[src/rtl/mem_wb_skid_if.sv]
// MEM -> WB handshake bundle: incoming instruction fields, outgoing head entry and
// the derived write-back / forwarding signals.
interface mem_wb_skid_if #(
    parameter int unsigned DATA_W = 32,
    parameter int unsigned REG_W  = 5
);
    // MEM side
    logic              in_valid;
    logic              in_ready;
    logic              WriteRegIn;
    logic              MemToRegIn;
    logic [DATA_W-1:0] dataMemoryDataIn;
    logic [DATA_W-1:0] ALUResultIn;
    logic [REG_W-1:0]  registerIn;

    // WB side
    logic              out_valid;
    logic              out_ready;
    logic              WriteRegOut;
    logic              MemToRegOut;
    logic [DATA_W-1:0] dataMemoryDataOut;
    logic [DATA_W-1:0] ALUResultOut;
    logic [REG_W-1:0]  registerOut;
    logic [DATA_W-1:0] writeData;
    logic              regWriteEn;
    logic              fwdValid;

    // Environment view: drives instructions in and the WB ready.
    modport master (
        output in_valid, WriteRegIn, MemToRegIn, dataMemoryDataIn, ALUResultIn, registerIn,
        output out_ready,
        input  in_ready,
        input  out_valid, WriteRegOut, MemToRegOut, dataMemoryDataOut, ALUResultOut,
        input  registerOut, writeData, regWriteEn, fwdValid
    );

    // Skid buffer view.
    modport slave (
        input  in_valid, WriteRegIn, MemToRegIn, dataMemoryDataIn, ALUResultIn, registerIn,
        input  out_ready,
        output in_ready,
        output out_valid, WriteRegOut, MemToRegOut, dataMemoryDataOut, ALUResultOut,
        output registerOut, writeData, regWriteEn, fwdValid
    );
endinterface

[src/rtl/mem_wb_skid.sv]
// MEM/WB pipeline register built as a 2-entry skid buffer. in_ready is registered so
// the MEM stage never sees a combinational path from the WB stage's out_ready.
module mem_wb_skid #(
    parameter int unsigned DATA_W = 32,
    parameter int unsigned REG_W  = 5
) (
    input  logic              clk,
    input  logic              rst,
    input  logic              flush,
    mem_wb_skid_if.slave      bus
);

    typedef struct packed {
        logic              write_reg;
        logic              mem_to_reg;
        logic [DATA_W-1:0] mem_data;
        logic [DATA_W-1:0] alu_res;
        logic [REG_W-1:0]  rd;
    } entry_t;

    // Occupancy: head holds the oldest entry, skid only used when full.
    typedef enum logic [1:0] {
        StEmpty = 2'd0,
        StOne   = 2'd1,
        StFull  = 2'd2
    } state_e;

    state_e state_q, state_d;
    logic   in_ready_q, in_ready_d;
    entry_t head_q, head_d;
    entry_t skid_q, skid_d;
    entry_t in_entry;
    logic   accept;
    logic   consume;
    logic   out_valid;
    logic   fwd;

    // Pack incoming fields and decode the two handshakes.
    always_comb begin
        in_entry.write_reg  = bus.WriteRegIn;
        in_entry.mem_to_reg = bus.MemToRegIn;
        in_entry.mem_data   = bus.dataMemoryDataIn;
        in_entry.alu_res    = bus.ALUResultIn;
        in_entry.rd         = bus.registerIn;
        out_valid           = (state_q != StEmpty);
        accept              = bus.in_valid & in_ready_q;
        consume             = out_valid & bus.out_ready;
    end

    // Next occupancy and storage contents; flush discards everything, including
    // an instruction arriving in the same cycle.
    always_comb begin
        state_d = state_q;
        head_d  = head_q;
        skid_d  = skid_q;
        case (state_q)
            StEmpty: begin
                if (accept) begin
                    head_d  = in_entry;
                    state_d = StOne;
                end
            end
            StOne: begin
                if (accept && consume) begin
                    head_d = in_entry;
                end else if (accept) begin
                    skid_d  = in_entry;
                    state_d = StFull;
                end else if (consume) begin
                    state_d = StEmpty;
                end
            end
            StFull: begin
                // in_ready is low here, so only a consume can happen.
                if (consume) begin
                    head_d  = skid_q;
                    state_d = StOne;
                end
            end
            default: begin
                state_d = StEmpty;
            end
        endcase
        if (flush) begin
            state_d = StEmpty;
            head_d  = '0;
            skid_d  = '0;
        end
        in_ready_d = (state_d != StFull);
    end

    // State register with synchronous reset overriding everything else.
    always_ff @(posedge clk) begin
        if (rst) begin
            state_q    <= StEmpty;
            in_ready_q <= 1'b1;
            head_q     <= '0;
            skid_q     <= '0;
        end else begin
            state_q    <= state_d;
            in_ready_q <= in_ready_d;
            head_q     <= head_d;
            skid_q     <= skid_d;
        end
    end

    // Outputs come straight from the head; enables are gated so stale head
    // contents never leak out while empty, and r0 is never a write target.
    always_comb begin
        fwd                   = out_valid & head_q.write_reg & (head_q.rd != '0);
        bus.in_ready          = in_ready_q;
        bus.out_valid         = out_valid;
        bus.WriteRegOut       = head_q.write_reg;
        bus.MemToRegOut       = head_q.mem_to_reg;
        bus.dataMemoryDataOut = head_q.mem_data;
        bus.ALUResultOut      = head_q.alu_res;
        bus.registerOut       = head_q.rd;
        bus.writeData         = head_q.mem_to_reg ? head_q.mem_data : head_q.alu_res;
        bus.fwdValid          = fwd;
        bus.regWriteEn        = fwd & bus.out_ready;
    end

endmodule
[src/flat_wrapper.sv]
// flat-port wrapper written by rule: the top's interface ports become plain ports
module mem_wb_skid_flat 
#(
    parameter int unsigned DATA_W = 32,
    parameter int unsigned REG_W  = 5
)
  (clk, rst, flush, bus_in_valid, bus_WriteRegIn, bus_MemToRegIn, bus_dataMemoryDataIn, bus_ALUResultIn, bus_registerIn, bus_out_ready, bus_in_ready, bus_out_valid, bus_WriteRegOut, bus_MemToRegOut, bus_dataMemoryDataOut, bus_ALUResultOut, bus_registerOut, bus_writeData, bus_regWriteEn, bus_fwdValid);
  mem_wb_skid_if #(.DATA_W(DATA_W), .REG_W(REG_W)) bus_i ();
  input  logic clk;
  input  logic rst;
  input  logic flush;
  input wire logic [$bits(bus_i.in_valid)-1:0] bus_in_valid;
  input wire logic [$bits(bus_i.WriteRegIn)-1:0] bus_WriteRegIn;
  input wire logic [$bits(bus_i.MemToRegIn)-1:0] bus_MemToRegIn;
  input wire logic [$bits(bus_i.dataMemoryDataIn)-1:0] bus_dataMemoryDataIn;
  input wire logic [$bits(bus_i.ALUResultIn)-1:0] bus_ALUResultIn;
  input wire logic [$bits(bus_i.registerIn)-1:0] bus_registerIn;
  input wire logic [$bits(bus_i.out_ready)-1:0] bus_out_ready;
  output wire logic [$bits(bus_i.in_ready)-1:0] bus_in_ready;
  output wire logic [$bits(bus_i.out_valid)-1:0] bus_out_valid;
  output wire logic [$bits(bus_i.WriteRegOut)-1:0] bus_WriteRegOut;
  output wire logic [$bits(bus_i.MemToRegOut)-1:0] bus_MemToRegOut;
  output wire logic [$bits(bus_i.dataMemoryDataOut)-1:0] bus_dataMemoryDataOut;
  output wire logic [$bits(bus_i.ALUResultOut)-1:0] bus_ALUResultOut;
  output wire logic [$bits(bus_i.registerOut)-1:0] bus_registerOut;
  output wire logic [$bits(bus_i.writeData)-1:0] bus_writeData;
  output wire logic [$bits(bus_i.regWriteEn)-1:0] bus_regWriteEn;
  output wire logic [$bits(bus_i.fwdValid)-1:0] bus_fwdValid;
  assign bus_i.in_valid = bus_in_valid;
  assign bus_i.WriteRegIn = bus_WriteRegIn;
  assign bus_i.MemToRegIn = bus_MemToRegIn;
  assign bus_i.dataMemoryDataIn = bus_dataMemoryDataIn;
  assign bus_i.ALUResultIn = bus_ALUResultIn;
  assign bus_i.registerIn = bus_registerIn;
  assign bus_i.out_ready = bus_out_ready;
  assign bus_in_ready = bus_i.in_ready;
  assign bus_out_valid = bus_i.out_valid;
  assign bus_WriteRegOut = bus_i.WriteRegOut;
  assign bus_MemToRegOut = bus_i.MemToRegOut;
  assign bus_dataMemoryDataOut = bus_i.dataMemoryDataOut;
  assign bus_ALUResultOut = bus_i.ALUResultOut;
  assign bus_registerOut = bus_i.registerOut;
  assign bus_writeData = bus_i.writeData;
  assign bus_regWriteEn = bus_i.regWriteEn;
  assign bus_fwdValid = bus_i.fwdValid;
  mem_wb_skid #(.DATA_W(DATA_W), .REG_W(REG_W)) u_core (.clk(clk), .rst(rst), .flush(flush), .bus(bus_i));
endmodule
[config.mk]
export PLATFORM = sky130hd
export DESIGN_NAME = mem_wb_skid_flat
export DESIGN_NICKNAME = d
export VERILOG_FILES = /design/src/rtl/mem_wb_skid_if.sv /design/src/rtl/mem_wb_skid.sv /design/src/flat_wrapper.sv
export SDC_FILE = /design/constraint.sdc
export NUM_CORES = 1
export LEC_CHECK = 0
export ABC_AREA = 1
export CORE_MARGIN = 2
export CORE_UTILIZATION = 35
export CTS_BUF_LIST = sky130_fd_sc_hd__clkbuf_16
export DETAILED_ROUTE_END_ITERATION = 7
export GPL_ROUTABILITY_DRIVEN = 0
export MAX_ROUTING_LAYER = met4
export PLACE_DENSITY = 0.65
export SLEW_MARGIN = 40
export SYNTH_ARGS = -nofsm -noshare
export SYNTH_HDL_FRONTEND = slang
export SYNTH_SLANG_ARGS = --single-unit
[constraint.sdc]
create_clock -name clk -period 3.6 [get_ports clk]
set_input_delay 0.72 -clock clk [delete_from_list [all_inputs] [get_ports clk]]
set_output_delay 0.72 -clock clk [all_outputs]
set_load 0.005 [all_outputs]
# Word-level counts from Yosys, hierarchy flattened

Index checks and enable logic that the tools add are counted.

Bits in registers: 145
Input port bits: 76
Logic and storage cells: 44
Output and inout port bits: 107

Equality and inequality tests: 6
Reductions and logical operators: 8
Bitwise operators: 6
Multiplexer cells: 12

Operator list:

| kind                 | count |
|---|---|
| $mux W71             | 3 |
| $pmux W71 S3         | 1 |
| $mux W32             | 1 |
| $mux W2              | 6 |
| $ne A2 B1 Y1 const B | 3 |
| $pmux W2 S3          | 1 |
| $and A1 B1 Y1        | 5 |
| $reduce_bool A5 Y1   | 1 |
| $reduce_and A4 Y1    | 1 |
| $reduce_and A3 Y1    | 1 |
| $reduce_bool A3 Y1   | 1 |
| $eq A2 B1 Y1 const B | 1 |
| $eq A2 B2 Y1 const B | 1 |
| $logic_not A2 Y1     | 1 |
| $ne A2 B2 Y1 const B | 1 |
| $reduce_bool A2 Y1   | 1 |
| $reduce_or A2 Y1     | 1 |
| $logic_and A1 B1 Y1  | 1 |
| $not A1 Y1           | 1 |

# Depth between registers and ports, before layout

Depth after elaboration: 8
Depth in mapped cells: 9
Depth with buffers taken out: 7

# Worst setup path after synthesis

OpenSTA, ideal clock, no wires.

Path kind: input -> output
Start point: input bus_out_ready
End point: output bus_regWriteEn
Required time: 2.880 ns
Arrival: 1.131 ns
Path buffers: 1
Slack: 1.749 ns
Stages on the path: 3
Cell sequence: inv_1 -> clkbuf_1 -> nor2_1

Longest elaborated chain between the ends: 1

RTL lines:

| what               | RTL line           | text |
|---|---|---|
| start: declaration | flat_wrapper.sv:18 | `input wire logic [$bits(bus_i.out_ready)-1:0] bus_out_ready;` |
| $and A1 B1 Y1      | mem_wb_skid.sv:120 | `bus.regWriteEn = fwd & bus.out_ready;` |
| end: declaration   | flat_wrapper.sv:27 | `output wire logic [$bits(bus_i.regWriteEn)-1:0] bus_regWriteEn;` |

Every way passes these cells.

# Final worst setup path

Start point: register u_core.head_q (netlist bit u_core.bus.MemToRegOut)
End point: output bus_writeData[5]

Longest elaborated chain between the ends: 1

RTL lines:

| what                     | RTL line           | text |
|---|---|---|
| start: declaration       | mem_wb_skid.sv:30  | `entry_t head_q, head_d;` |
| start signal: assignment | mem_wb_skid.sv:97  | `head_q <= '0;` |
| start signal: assignment | mem_wb_skid.sv:102 | `head_q <= head_d;` |
| $mux W32                 | mem_wb_skid.sv:118 | `bus.writeData = head_q.mem_to_reg ? head_q.mem_data : head_q.alu_res;` |
| end: declaration         | flat_wrapper.sv:26 | `output wire logic [$bits(bus_i.writeData)-1:0] bus_writeData;` |

Every way passes these cells.

==> key figures <==
Outcome
  – Status: finished clean

Worst setup path
  – Crit path capture type: output port
  – Req. time, crit path: 2.88 ns
  – Cells on worst reg2reg path: 7
  – Crit path DAT: 2.32 ns
  – Worst Setup Start Kind: register
  – Setup Crit Path Kind: register to output port
  – Critical path fanouts, max: 33

Floorplanning
  – Die W: 150.5 um
  – Row Count: 53
  – Starting density of the core: 35.72%
  – Total die area: 22640 sq um
  – Die H: 150.5 um
  – Ports: 183
  – CORE AREA: 21020 sq um

CTS
  – Clock Latency Late Sink: 0.43 ns
  – CTS tree: yes
  – Maximum clock path buffer count: 2
  – Num CTS Buffers: 17
  – H-tree Lvls: 4
  – # hold bufs at CTS: 0
  – Clk root buf: clkbuf_16
  – Clk pin slew, worst setup/hold paths: 0.06 ns
  – CTS sink cnt: 145
  – Post_cts resized: 0
  – Setup Buffers After CTS: 0

Timing
  – Crit path time final: 3.038 ns
  – Slew at the pin closest to its max-slew limit: 0.7516 ns
  – Setup TNS Final: 0 ns
  – Share of the clock period used by the worst path: 84.38%
  – Final max-slew violation count: 0
  – Final setup fails: 0
  – Max Freq: 0.3292 GHz
  – Clock Skew: 0.008716 ns
  – Final Hold Vio Count: 0
  – Worst setup margin: 0.5625 ns
  – Unrepaired setup endpoints after global routing: no
  – Relative slew slack: 49.89%
  – Hold WS: 0.4673 ns

Global route
  – Antenna violations before repair: 1
  – Total track usage: 22.53%
  – First-pass GRT wire length: 38670 um
  – Total gr overflow: 0
  – Number of global-route vias before repair: 7372
  – Largest net degree at the start of global routing: 144

Placement
  – Post-DP HPWL: 14610 um
  – I/O Buffers: 182
  – Setup WS pre-CTS: 0.8606 ns

Worst hold path
  – HP Class: register to register
  – Hold path depth: 2

Logic synthesis
  – Yosys top cell area share: 38.66%
  – Yosys warns: 0
  – Mapped Cells: 1249
  – Synth Net Count: 1325
  – Register area share after synthesis: 38.66%
  – Mapped Area: 7508 sq um
  – Number of synthesized register bits: 145
  – Unique masters post-synth: 18
  – Synth area leaders: dfxtp_1 (39%), nand2_1 (20%), nor2_1 (14%)
  – Area leader, netlist: dfxtp_1
  – Avg Synthesized Cell Area: 6.012 sq um

Power and ir drop
  – Clock power share: 45.6%
  – Peak VDD IR: 0.2989 mV
  – Power Dens Cells: 417.2 nW/um^2
  – Switching Share: 25.34%
  – P_sw: 1.066 mW
  – P_leak: 4.510 nW
  – Combinational power share: 14.2%
  – Internal power: 3.139 mW
  – Share of power burned in registers: 40.2%

Detailed routing
  – Antenna viol nets, final: 0
  – Vias: 7898
  – Post-DR vias/cell: 4.746
  – Initial DRC count: 599
  – Pre-antenna DRT Iters: 5
  – DRC: 0
  – WL per Instance: 14.59 um
  – Final wirelength: 24280 um

Finish
  – Commonest non-fill, non-tap cell in the layout: nand2_1
  – NumNets Final: 1453
  – Share of cells above drive strength 1: 3.890%
  – Most frequent cells in the layout: nand2_1 (393), nor2_1 (287), clkdlybuf4s50_1 (182)
  – Area grow syn2layout: 34.21%

Flow run
  – Max-cap violations: 0
[worst max-delay path, stage by stage (launching register included)]
cell and delay (ns):
dfxtp_2 0.81, buf_4 0.34, nand2_1 0.08, o21ai_0 0.10, clkdlybuf4s50_1 0.54
[stage by stage]
stage	util (%)	instances	area [sq um]	power [mW]
5_1_grt	47.94	1664	10080	4.387
6_report	47.94	1664	10080	4.205
3_3_place_gp	44.82	1632	9422	2.319
2_1_floorplan	-	1249	7508	2.021
3_5_place_dp	44.91	1633	9442	2.324
4_1_cts	47.87	1663	10060	4.249
[worst paths after layout]
kind	startpoint	endpoint	slack (ns)
worst max register to register	u_core.state_q[0]$_SDFF_PP0_	u_core.skid_q[14]$_SDFFE_PP0P_	1.41
worst max-delay path	u_core.bus.MemToRegOut$_SDFFE_PP0P_	bus_writeData[5]	0.56
worst min register to register	u_core.skid_q[54]$_SDFFE_PP0P_	u_core.skid_q[54]$_SDFFE_PP0P_	0.47
worst min-delay path	u_core.skid_q[54]$_SDFFE_PP0P_	u_core.skid_q[54]$_SDFFE_PP0P_	0.47
[sequential cells by signal, indices dropped and copies added (netlist names)]
signal	flops
u_core.skid_q	71
u_core.bus.ALUResultOut	32
u_core.bus.dataMemoryDataOut	32
u_core.state_q	2
u_core.bus.in_ready	1
u_core.bus.registerOut	5
u_core.bus.WriteRegOut	1
u_core.bus.MemToRegOut	1
[power groups by stage]
stage	sequential, mW	clock [mW]	combinational (mW)
final	1.69	1.92	0.596
after detailed placement	1.73	0	0.597
after global placement	1.73	0	0.592
after global routing	1.70	2.02	0.668
after floorplan	1.71	0	0.306
after CTS	1.69	1.96	0.600
[Yosys cell counts]
master / instances
nor2_8: 1
nand2_2: 3
buf_2: 16
nor2_1: 287
nand2_1: 393
buf_6: 8
buf_4: 8
dfxtp_1: 145
nand3_1: 77
nor2_2: 1
o21ai_0: 32
clkbuf_1: 45
nor2_4: 1
inv_1: 145
nand4_1: 72
inv_2: 2
buf_1: 12
a21oi_1: 1
[logic make-up (layout without fill, tap and decap cells)]
| group | after synthesis | after routing | share of synthesized area [%] |
|---|---|---|---|
| buf+inv | 236 | 375 | 13.26 |
| other cells | 0 | 1 | 0 |
| compound gates | 33 | 33 | 2.200 |
| simple gates | 835 | 835 | 45.88 |
| flops | 145 | 145 | 38.66 |
[final cells by class]
class                      count  area (sq um)
antenna                        1         2.502
clock buffer                  17         425.4
clock inverter                13         196.4
fill                        2160         10940
inverter                     147         551.8
multi-input combinational    868          3620
sequential                   145          2909
tap                          275         344.1
timing repair buffer         198          2028
[per-layer routing]
| layer | track usage, % | routed length (um) | up-vias |
|---|---|---|---|
| li1 | - | - | 4055 |
| met1 | 27.15 | 10500 | 3555 |
| met2 | 37.45 | 11450 | 262 |
| met3 | 5.697 | 2011 | 26 |
| met4 | 6.132 | 315 | 0 |
| met5 | - | 0 | - |
No activity file was read; power rests on OpenSTA's default activity.
